==> src/rtl/sccomp_dbg_pkg.sv <==
// Shared types for the sccomp debug/run controller.
// Command opcodes, controller states and width constants.
package sccomp_dbg_pkg;

   localparam int OP_W   = 3;
   localparam int SLOT_W = 3;
   localparam int CNT_W  = 32;

   typedef enum logic [OP_W-1:0] {
      OP_NOP   = 3'd0,
      OP_RUN   = 3'd1,
      OP_HALT  = 3'd2,
      OP_STEP  = 3'd3,
      OP_DUMP  = 3'd4,
      OP_SETBP = 3'd5,
      OP_CLRBP = 3'd6
   } cmd_op_e;

   typedef enum logic [2:0] {
      ST_RESET,
      ST_HALT,
      ST_RUN,
      ST_STEP,
      ST_DUMP_SEL,
      ST_DUMP_OUT
   } state_e;

   function automatic logic slot_ok(input logic [SLOT_W-1:0] slot,
                                    input int num_bp);
      return int'(slot) < num_bp;
   endfunction

endpackage

==> src/rtl/sccomp_dbg_ctrl_if.sv <==
// Host-side bundle: command handshake plus register dump stream.
// master = host/bench, slave = controller.
interface sccomp_dbg_ctrl_if
   import sccomp_dbg_pkg::*;
#(
   parameter int ADDR_W = 32,
   parameter int DATA_W = 32,
   parameter int SEL_W  = 5
);
   logic              cmd_valid;
   logic              cmd_ready;
   logic [OP_W-1:0]   cmd_op;
   logic [ADDR_W-1:0] cmd_arg;
   logic [SLOT_W-1:0] cmd_slot;
   logic              cmd_err;
   logic              dump_valid;
   logic              dump_ready;
   logic [SEL_W-1:0]  dump_idx;
   logic [DATA_W-1:0] dump_data;
   logic              dump_done;

   modport master (
      output cmd_valid, cmd_op, cmd_arg, cmd_slot, dump_ready,
      input  cmd_ready, cmd_err, dump_valid, dump_idx, dump_data,
             dump_done
   );

   modport slave (
      input  cmd_valid, cmd_op, cmd_arg, cmd_slot, dump_ready,
      output cmd_ready, cmd_err, dump_valid, dump_idx, dump_data,
             dump_done
   );
endinterface

==> src/rtl/sccomp_bp_match.sv <==
// PC breakpoint slots with enable bits.
// Match is combinational so RUN can gate cpu_en in the same cycle.
module sccomp_bp_match
   import sccomp_dbg_pkg::*;
#(
   parameter int ADDR_W = 32,
   parameter int NUM_BP = 2
) (
   input  logic              clk,
   input  logic              rstn,
   input  logic              wr_en,
   input  logic              wr_set,
   input  logic [SLOT_W-1:0] wr_slot,
   input  logic [ADDR_W-1:0] wr_addr,
   input  logic [ADDR_W-1:0] pc,
   output logic              match
);

   logic [ADDR_W-1:0] addr_q [NUM_BP];
   logic [ADDR_W-1:0] addr_d [NUM_BP];
   logic [NUM_BP-1:0] en_q;
   logic [NUM_BP-1:0] en_d;

   // Slot write: set loads address and enables, clear wipes both.
   always_comb begin
      addr_d = addr_q;
      en_d   = en_q;
      for (int i = 0; i < NUM_BP; i++) begin
         if (wr_en && wr_slot == SLOT_W'(i)) begin
            en_d[i]   = wr_set;
            addr_d[i] = wr_set ? wr_addr : '0;
         end
      end
   end

   // Any enabled slot equal to the current PC.
   always_comb begin
      match = 1'b0;
      for (int i = 0; i < NUM_BP; i++) begin
         if (en_q[i] && addr_q[i] == pc) match = 1'b1;
      end
   end

   // Slot registers.
   always_ff @(posedge clk) begin
      if (!rstn) begin
         en_q <= '0;
         for (int i = 0; i < NUM_BP; i++) addr_q[i] <= '0;
      end else begin
         en_q   <= en_d;
         addr_q <= addr_d;
      end
   end

endmodule

==> src/rtl/sccomp_dbg_ctrl.sv <==
// Debug/run controller for sccomp: reset sequencing, run/halt,
// N-step, PC breakpoints and a backpressured register dump.
module sccomp_dbg_ctrl
   import sccomp_dbg_pkg::*;
#(
   parameter int ADDR_W     = 32,
   parameter int DATA_W     = 32,
   parameter int SEL_W      = 5,
   parameter int NUM_BP     = 2,
   parameter int RST_CYCLES = 2,
   parameter int AUTORUN    = 0
) (
   input  logic              clk,
   input  logic              rstn,
   sccomp_dbg_ctrl_if.slave  bus,
   output logic              cpu_rstn,
   output logic              cpu_en,
   input  logic [ADDR_W-1:0] cpu_pc,
   output logic [SEL_W-1:0]  reg_sel,
   input  logic [DATA_W-1:0] reg_data,
   output logic              halted,
   output logic              bp_hit,
   output logic [CNT_W-1:0]  cycle_cnt
);

   localparam int RCW = (RST_CYCLES > 1) ? $clog2(RST_CYCLES) : 1;
   localparam logic [RCW-1:0]   RST_LAST = RCW'(RST_CYCLES - 1);
   localparam logic [SEL_W-1:0] LAST_IDX = '1;

   state_e            state_q, state_d;
   logic [RCW-1:0]    rst_cnt_q, rst_cnt_d;
   logic [ADDR_W-1:0] step_cnt_q, step_cnt_d;
   logic              skip_q, skip_d;
   logic [SEL_W-1:0]  idx_q, idx_d;
   logic [SEL_W-1:0]  reg_sel_q, reg_sel_d;
   logic              dump_valid_q, dump_valid_d;
   logic [SEL_W-1:0]  dump_idx_q, dump_idx_d;
   logic [DATA_W-1:0] dump_data_q, dump_data_d;
   logic              dump_done_q, dump_done_d;
   logic              cmd_err_q, cmd_err_d;
   logic              bp_hit_q, bp_hit_d;
   logic [CNT_W-1:0]  cycle_cnt_q, cycle_cnt_d;
   logic              cpu_rstn_q, cpu_rstn_d;

   logic    cmd_ready;
   logic    cmd_fire;
   cmd_op_e op;
   logic    match;
   logic    bp_stop;
   logic    bp_wr;
   logic    bp_set;

   sccomp_bp_match #(
      .ADDR_W (ADDR_W),
      .NUM_BP (NUM_BP)
   ) u_bp (
      .clk     (clk),
      .rstn    (rstn),
      .wr_en   (bp_wr),
      .wr_set  (bp_set),
      .wr_slot (bus.cmd_slot),
      .wr_addr (bus.cmd_arg),
      .pc      (cpu_pc),
      .match   (match)
   );

   // Run gating is combinational so a bp instruction never retires.
   always_comb begin
      cmd_ready = state_q inside {ST_HALT, ST_RUN, ST_STEP};
      cmd_fire  = bus.cmd_valid && cmd_ready;
      op        = cmd_op_e'(bus.cmd_op);
      bp_stop   = match && !skip_q;
      cpu_en    = (state_q == ST_RUN && !bp_stop) ||
                  (state_q == ST_STEP);
   end

   // Next-state and output-register logic.
   always_comb begin
      state_d      = state_q;
      rst_cnt_d    = rst_cnt_q;
      step_cnt_d   = step_cnt_q;
      skip_d       = skip_q;
      idx_d        = idx_q;
      reg_sel_d    = reg_sel_q;
      dump_valid_d = dump_valid_q;
      dump_idx_d   = dump_idx_q;
      dump_data_d  = dump_data_q;
      dump_done_d  = 1'b0;
      cmd_err_d    = 1'b0;
      bp_hit_d     = 1'b0;
      cpu_rstn_d   = cpu_rstn_q;
      cycle_cnt_d  = cycle_cnt_q + {{(CNT_W-1){1'b0}}, cpu_en};
      bp_wr        = 1'b0;
      bp_set       = 1'b0;
      unique case (state_q)
         ST_RESET: begin
            if (rst_cnt_q == RST_LAST) begin
               cpu_rstn_d = 1'b1;
               if (AUTORUN != 0) begin
                  state_d = ST_RUN;
                  skip_d  = 1'b1;
               end else begin
                  state_d = ST_HALT;
               end
            end else begin
               rst_cnt_d = rst_cnt_q + 1'b1;
            end
         end
         ST_HALT: begin
            if (cmd_fire) begin
               case (op)
                  OP_NOP, OP_HALT: ;
                  OP_RUN: begin
                     state_d = ST_RUN;
                     skip_d  = 1'b1;
                  end
                  OP_STEP: begin
                     state_d    = ST_STEP;
                     step_cnt_d = (bus.cmd_arg == '0) ?
                                  ADDR_W'(1) : bus.cmd_arg;
                  end
                  OP_DUMP: begin
                     state_d = ST_DUMP_SEL;
                     idx_d   = '0;
                  end
                  OP_SETBP, OP_CLRBP: begin
                     if (slot_ok(bus.cmd_slot, NUM_BP)) begin
                        bp_wr  = 1'b1;
                        bp_set = (op == OP_SETBP);
                     end else begin
                        cmd_err_d = 1'b1;
                     end
                  end
                  default: cmd_err_d = 1'b1;
               endcase
            end
         end
         ST_RUN: begin
            skip_d = 1'b0;
            if (bp_stop) begin
               state_d  = ST_HALT;
               bp_hit_d = 1'b1;
            end
            if (cmd_fire && op != OP_NOP) begin
               if (op == OP_HALT) state_d = ST_HALT;
               else cmd_err_d = 1'b1;
            end
         end
         ST_STEP: begin
            if (step_cnt_q == ADDR_W'(1)) state_d = ST_HALT;
            else step_cnt_d = step_cnt_q - 1'b1;
            if (cmd_fire && op != OP_NOP) begin
               if (op == OP_HALT) state_d = ST_HALT;
               else cmd_err_d = 1'b1;
            end
         end
         ST_DUMP_SEL: begin
            reg_sel_d = idx_q;
            state_d   = ST_DUMP_OUT;
         end
         ST_DUMP_OUT: begin
            if (!dump_valid_q) begin
               dump_valid_d = 1'b1;
               dump_idx_d   = reg_sel_q;
               dump_data_d  = reg_data;
            end else if (bus.dump_ready) begin
               dump_valid_d = 1'b0;
               if (idx_q == LAST_IDX) begin
                  dump_done_d = 1'b1;
                  state_d     = ST_HALT;
               end else begin
                  idx_d   = idx_q + 1'b1;
                  state_d = ST_DUMP_SEL;
               end
            end
         end
         default: state_d = ST_RESET;
      endcase
   end

   // State and registered outputs; reset aborts any activity.
   always_ff @(posedge clk) begin
      if (!rstn) begin
         state_q      <= ST_RESET;
         rst_cnt_q    <= '0;
         step_cnt_q   <= '0;
         skip_q       <= 1'b0;
         idx_q        <= '0;
         reg_sel_q    <= '0;
         dump_valid_q <= 1'b0;
         dump_idx_q   <= '0;
         dump_data_q  <= '0;
         dump_done_q  <= 1'b0;
         cmd_err_q    <= 1'b0;
         bp_hit_q     <= 1'b0;
         cycle_cnt_q  <= '0;
         cpu_rstn_q   <= 1'b0;
      end else begin
         state_q      <= state_d;
         rst_cnt_q    <= rst_cnt_d;
         step_cnt_q   <= step_cnt_d;
         skip_q       <= skip_d;
         idx_q        <= idx_d;
         reg_sel_q    <= reg_sel_d;
         dump_valid_q <= dump_valid_d;
         dump_idx_q   <= dump_idx_d;
         dump_data_q  <= dump_data_d;
         dump_done_q  <= dump_done_d;
         cmd_err_q    <= cmd_err_d;
         bp_hit_q     <= bp_hit_d;
         cycle_cnt_q  <= cycle_cnt_d;
         cpu_rstn_q   <= cpu_rstn_d;
      end
   end

   assign bus.cmd_ready  = cmd_ready;
   assign bus.cmd_err    = cmd_err_q;
   assign bus.dump_valid = dump_valid_q;
   assign bus.dump_idx   = dump_idx_q;
   assign bus.dump_data  = dump_data_q;
   assign bus.dump_done  = dump_done_q;
   assign cpu_rstn       = cpu_rstn_q;
   assign reg_sel        = reg_sel_q;
   assign halted         = (state_q == ST_HALT);
   assign bp_hit         = bp_hit_q;
   assign cycle_cnt      = cycle_cnt_q;

endmodule

==> src/flat_wrapper.sv <==
// flat-port wrapper written by rule: the top's interface ports become plain ports
module sccomp_dbg_ctrl_flat import sccomp_dbg_pkg::*;
#(
   parameter int ADDR_W     = 32,
   parameter int DATA_W     = 32,
   parameter int SEL_W      = 5,
   parameter int NUM_BP     = 2,
   parameter int RST_CYCLES = 2,
   parameter int AUTORUN    = 0
)
  (clk, rstn, cpu_rstn, cpu_en, cpu_pc, reg_sel, reg_data, halted, bp_hit, cycle_cnt, bus_cmd_valid, bus_cmd_op, bus_cmd_arg, bus_cmd_slot, bus_dump_ready, bus_cmd_ready, bus_cmd_err, bus_dump_valid, bus_dump_idx, bus_dump_data, bus_dump_done);
  sccomp_dbg_ctrl_if #(.ADDR_W(ADDR_W), .DATA_W(DATA_W), .SEL_W(SEL_W)) bus_i ();
  input  logic clk;
  input  logic rstn;
  output logic cpu_rstn;
  output logic cpu_en;
  input  logic [ADDR_W-1:0] cpu_pc;
  output logic [SEL_W-1:0] reg_sel;
  input  logic [DATA_W-1:0] reg_data;
  output logic halted;
  output logic bp_hit;
  output logic [CNT_W-1:0] cycle_cnt;
  input wire logic [$bits(bus_i.cmd_valid)-1:0] bus_cmd_valid;
  input wire logic [$bits(bus_i.cmd_op)-1:0] bus_cmd_op;
  input wire logic [$bits(bus_i.cmd_arg)-1:0] bus_cmd_arg;
  input wire logic [$bits(bus_i.cmd_slot)-1:0] bus_cmd_slot;
  input wire logic [$bits(bus_i.dump_ready)-1:0] bus_dump_ready;
  output wire logic [$bits(bus_i.cmd_ready)-1:0] bus_cmd_ready;
  output wire logic [$bits(bus_i.cmd_err)-1:0] bus_cmd_err;
  output wire logic [$bits(bus_i.dump_valid)-1:0] bus_dump_valid;
  output wire logic [$bits(bus_i.dump_idx)-1:0] bus_dump_idx;
  output wire logic [$bits(bus_i.dump_data)-1:0] bus_dump_data;
  output wire logic [$bits(bus_i.dump_done)-1:0] bus_dump_done;
  assign bus_i.cmd_valid = bus_cmd_valid;
  assign bus_i.cmd_op = bus_cmd_op;
  assign bus_i.cmd_arg = bus_cmd_arg;
  assign bus_i.cmd_slot = bus_cmd_slot;
  assign bus_i.dump_ready = bus_dump_ready;
  assign bus_cmd_ready = bus_i.cmd_ready;
  assign bus_cmd_err = bus_i.cmd_err;
  assign bus_dump_valid = bus_i.dump_valid;
  assign bus_dump_idx = bus_i.dump_idx;
  assign bus_dump_data = bus_i.dump_data;
  assign bus_dump_done = bus_i.dump_done;
  sccomp_dbg_ctrl #(.ADDR_W(ADDR_W), .DATA_W(DATA_W), .SEL_W(SEL_W), .NUM_BP(NUM_BP), .RST_CYCLES(RST_CYCLES), .AUTORUN(AUTORUN)) u_core (.clk(clk), .rstn(rstn), .bus(bus_i), .cpu_rstn(cpu_rstn), .cpu_en(cpu_en), .cpu_pc(cpu_pc), .reg_sel(reg_sel), .reg_data(reg_data), .halted(halted), .bp_hit(bp_hit), .cycle_cnt(cycle_cnt));
endmodule
==> config.mk <==
export PLATFORM = sky130hd
export DESIGN_NAME = sccomp_dbg_ctrl_flat
export DESIGN_NICKNAME = d
export VERILOG_FILES = /design/src/rtl/sccomp_dbg_pkg.sv /design/src/rtl/sccomp_dbg_ctrl_if.sv /design/src/rtl/sccomp_bp_match.sv /design/src/rtl/sccomp_dbg_ctrl.sv /design/src/flat_wrapper.sv
export SDC_FILE = /design/constraint.sdc
export NUM_CORES = 1
export LEC_CHECK = 0
export CORE_MARGIN = 2
export CORE_UTILIZATION = 34
export DETAILED_ROUTE_END_ITERATION = 8
export MAX_ROUTING_LAYER = met4
export PLACE_DENSITY = 0.63
export SYNTH_ARGS = -nofsm -noshare
export SYNTH_HDL_FRONTEND = slang
export SYNTH_SLANG_ARGS = --single-unit
==> constraint.sdc <==
create_clock -name clk -period 2.5 [get_ports clk]
set_input_delay 0.25 -clock clk [delete_from_list [all_inputs] [get_ports clk]]
set_output_delay 0.25 -clock clk [all_outputs]
set_load 0.01 [all_outputs]
==> flow_summary.toml <==
[pwr]
total_power_w = 0.00646
internal-power_w = 0.00470
power.leakage_nw = 4.37
ir_drop_mv = 0.402
power_density_nw_per_um2 = 517
p_comb_frac = 0.119
p_clk_frac = 0.415
switching_share = 0.272
p_seq_frac = 0.466
power.switching_w = 0.00176

[setup_path]
path_max_fanout = 4
path_class = "input pin to register"
crit-reg2reg-launch = "u_core.u_bp.addr_q[27]"
startpoint = "cpu_pc[21]"
critPathRequiredTime_ns = 2.83
arrival_ns = 2.99
endpoint_kind = "register"
startpoint_type = "input pin"

[logic_synthesis]
async_flop_share = 0
syn_nets = 1243
avgSynthCellArea_sq_um = 7.89
synth-main-ff-cell = "dfxtp_1"
ys_warn_count = 0
synth_edf_count = 0
synth.largest_area_cell = "dfxtp_1"
synth-seq-area-share = 0.420
synth_area_leaders = "dfxtp_1 (42%), nand2_1 (8.5%), a21oi_1 (8.0%), xor2_1 (5.4%), nand3_1 (4.9%)"
syn_inst = 1131
synth.top_cell.area_share = 0.420
yosysMostFrequentCell = "nand2_1"
synth_area_sq_um = 8920
synth-seq-cells = 187
yosysUniqueCellTypes = 65
synthTopCellsByCount = "nand2_1 (202), dfxtp_1 (187), a21oi_1 (142), nand3_1 (88), nor2_1 (85)"

[die]
die_area_sq_um = 27500
core_sq_um = 25900
die_w_um = 166
fp-row-count = 59
pin_count = 188
start_util = 0.344
die_h_um = 166

[finish]
finalInstanceArea_sq_um = 12500
diodes = 0
drive_gt1_frac = 0.138
nFillCells = 2460
multiInputGateArea_sq_um = 5200
areaGrowthSynthToFinish_pct = 40.1
fin_util = 0.482
final_cells = 1684
final_nets = 1449
ff_latch_area_sq_um = 3770

[global_route]
grt_pass1_vias = 8115
grt_first_pass_wirelength_mm = 45.2
grt_usage = 0.209
antenna_found_initial = 0
grt.overflow.total = 0
grt_start_max_net_pins = 103

[cts]
cts_buffer_depth = 2
path_clk_slew_ns = 0.08
cts.htree.levels = 4
cts-root-buf = "clkbuf_16"
clkSinkCount = 187
cts_tree = "built"
cts_buffers = 17
worst_skew_pair.late_latency_ns = 0.44
hold_buffers = 0

[timing]
hold_ws_ns = 0.348
drv_slew = 0
setup_ws_ns = -0.164
finalCriticalPeriod_ns = 2.66
hold_viol = 0
rsz0062_at_grt = "true"
setup_viol = 24
tightestPinTransition_ns = 0.762
skew_ns = 0.0125
fmax_mhz = 375
max_slew_margin = 0.492
timing.final.crit_share = 1.07

[detailed_routing]
wl_met1_mm = 13.1
top_layer_used = "met4"
wl_met3_mm = 1.78
drcViolationCount = 0
detail_route.iter0.violations = 671
totalWireLength_mm = 28.7
vias = 8800
vias_per_cell = 5.23
wl_met2_mm = 13.3
ant_nets = 0
dr.pass1.iters = 5
routedWlPerCell_um = 17.0

[hold_path]
hp-class = "input pin to register"
min_from = "reg_data[14]"

[status]
status = "complete, but fails checks"
violations = "setup timing"

[place]
placed_cell_area_sq_um = 11600
dp_hpwl_mm = 19.9
dp.cells = 1650
routabilityCongestion = 0.879
io_buffers = 187

[flow_run]
maxCapViolCount = 0
==> critical path, cell delays in order <==
cell and delay [ns]:
clkdlybuf4s50_1 0.58, xor2_1 0.18, nor4_1 0.06, nand4b_1 0.13, nor3_2 0.07, a31oi_2 0.25
o21a_1 0.21, ha_4 0.17, nand3_2 0.09, or3_4 0.38, nor3_4 0.28, nand3_1 0.13
xor2_1 0.14, nor2_1 0.05
==> per-layer routing <==
layer | GRT usage | up-vias
li1 | - | 4355
met1 | 0.284 | 4136
met2 | 0.320 | 277
met3 | 0.0362 | 32
met4 | 0.0575 | 0
met5 | - | -
==> per-stage QoR <==
step | setup slack, ns | TNS, ns
6_report | -0.164 | -2.06
5_1_grt | -0.348 | -5.49
4_1_cts | -0.138 | -1.69
3_5_place_dp | -0.889 | -21.52
3_3_place_gp | -0.878 | -21.17
2_1_floorplan | -0.0264 | -0.0264
==> path summary, 6_finish.rpt <==
path              cells after the start  slack (ns)                        to
setup / recovery                     14       -0.16      u_core.cycle_cnt[31]
hold / removal                        3        0.35  u_core.bus.dump_data[14]
setup reg to reg                     13       -0.15      u_core.cycle_cnt[31]
hold reg to reg                       2        0.45   u_core.bus.dump_data[0]
==> power groups by stage <==
stage	sequential (W)	combinational [W]	clock, W
floorplan	0.00308	0.000327	0
detailed placement	0.00308	0.000744	0
global route	0.00302	0.000821	0.00288
global placement	0.00308	0.000746	0
finish	0.00301	0.000766	0.00268
CTS	0.00301	0.000758	0.00274
==> cell type report <==
cell class	count	share of cell area
timing repair buffer	258	0.200
sequential	187	0.302
inverter	10	0.00320
multi-input combinational	863	0.416
clock buffer	18	0.0351
tap	335	0.0335
clock inverter	13	0.0106
==> flip-flops by register name, summed over array words and instances (netlist names) <==
signal / count
u_core.reg_sel: 5
u_core.bus.dump_idx: 5
u_core.bp_hit: 1
u_core.u_bp.addr_q: 64
u_core.bus.dump_valid: 1
u_core.bus.dump_data: 32
u_core.step_cnt_q: 32
u_core.rst_cnt_q: 1
u_core.idx_q: 5
u_core.state_q: 3
u_core.bus.cmd_err: 1
u_core.u_bp.en_q: 2
u_core.skip_q: 1
u_core.cycle_cnt: 32
u_core.bus.dump_done: 1
u_core.cpu_rstn: 1
==> logic make-up after synthesis <==
| group | count (synthesis) | share of synthesized area |
|---|---|---|
| compound gates | 238 | 0.155 |
| xor+xnor | 96 | 0.0942 |
| simple gates | 515 | 0.279 |
| buf+inv | 81 | 0.0351 |
| mux | 7 | 0.00785 |
| flops | 187 | 0.420 |
| fa+ha+maj | 7 | 0.00954 |
==> repair_timing <==
action | 4_1_cts | 5_1_grt
gates resized for setup | 45 | 17
buffers inserted | 1 | 3
pin swaps | 20 | 10
endpoints found under the setup margin | 29 | 29
==> cells in the final DEF, fill, tap and decap left out, types with 11 or more instances in the layout <==
| cell | count |
|---|---|
| a21oi_1 | 141 |
| a31oi_1 | 12 |
| buf_4 | 62 |
| clkbuf_16 | 17 |
| clkdlybuf4s50_1 | 179 |
| dfxtp_1 | 168 |
| dfxtp_2 | 19 |
| nand2_1 | 200 |
| nand3_1 | 85 |
| nand4_1 | 22 |
| nor2_1 | 81 |
| nor3_1 | 18 |
| nor4_1 | 17 |
| o21ai_0 | 11 |
| o21ai_1 | 15 |
| xnor2_1 | 40 |
| xor2_1 | 40 |
| xor2_2 | 13 |
(Power assumes the default switching activity.)
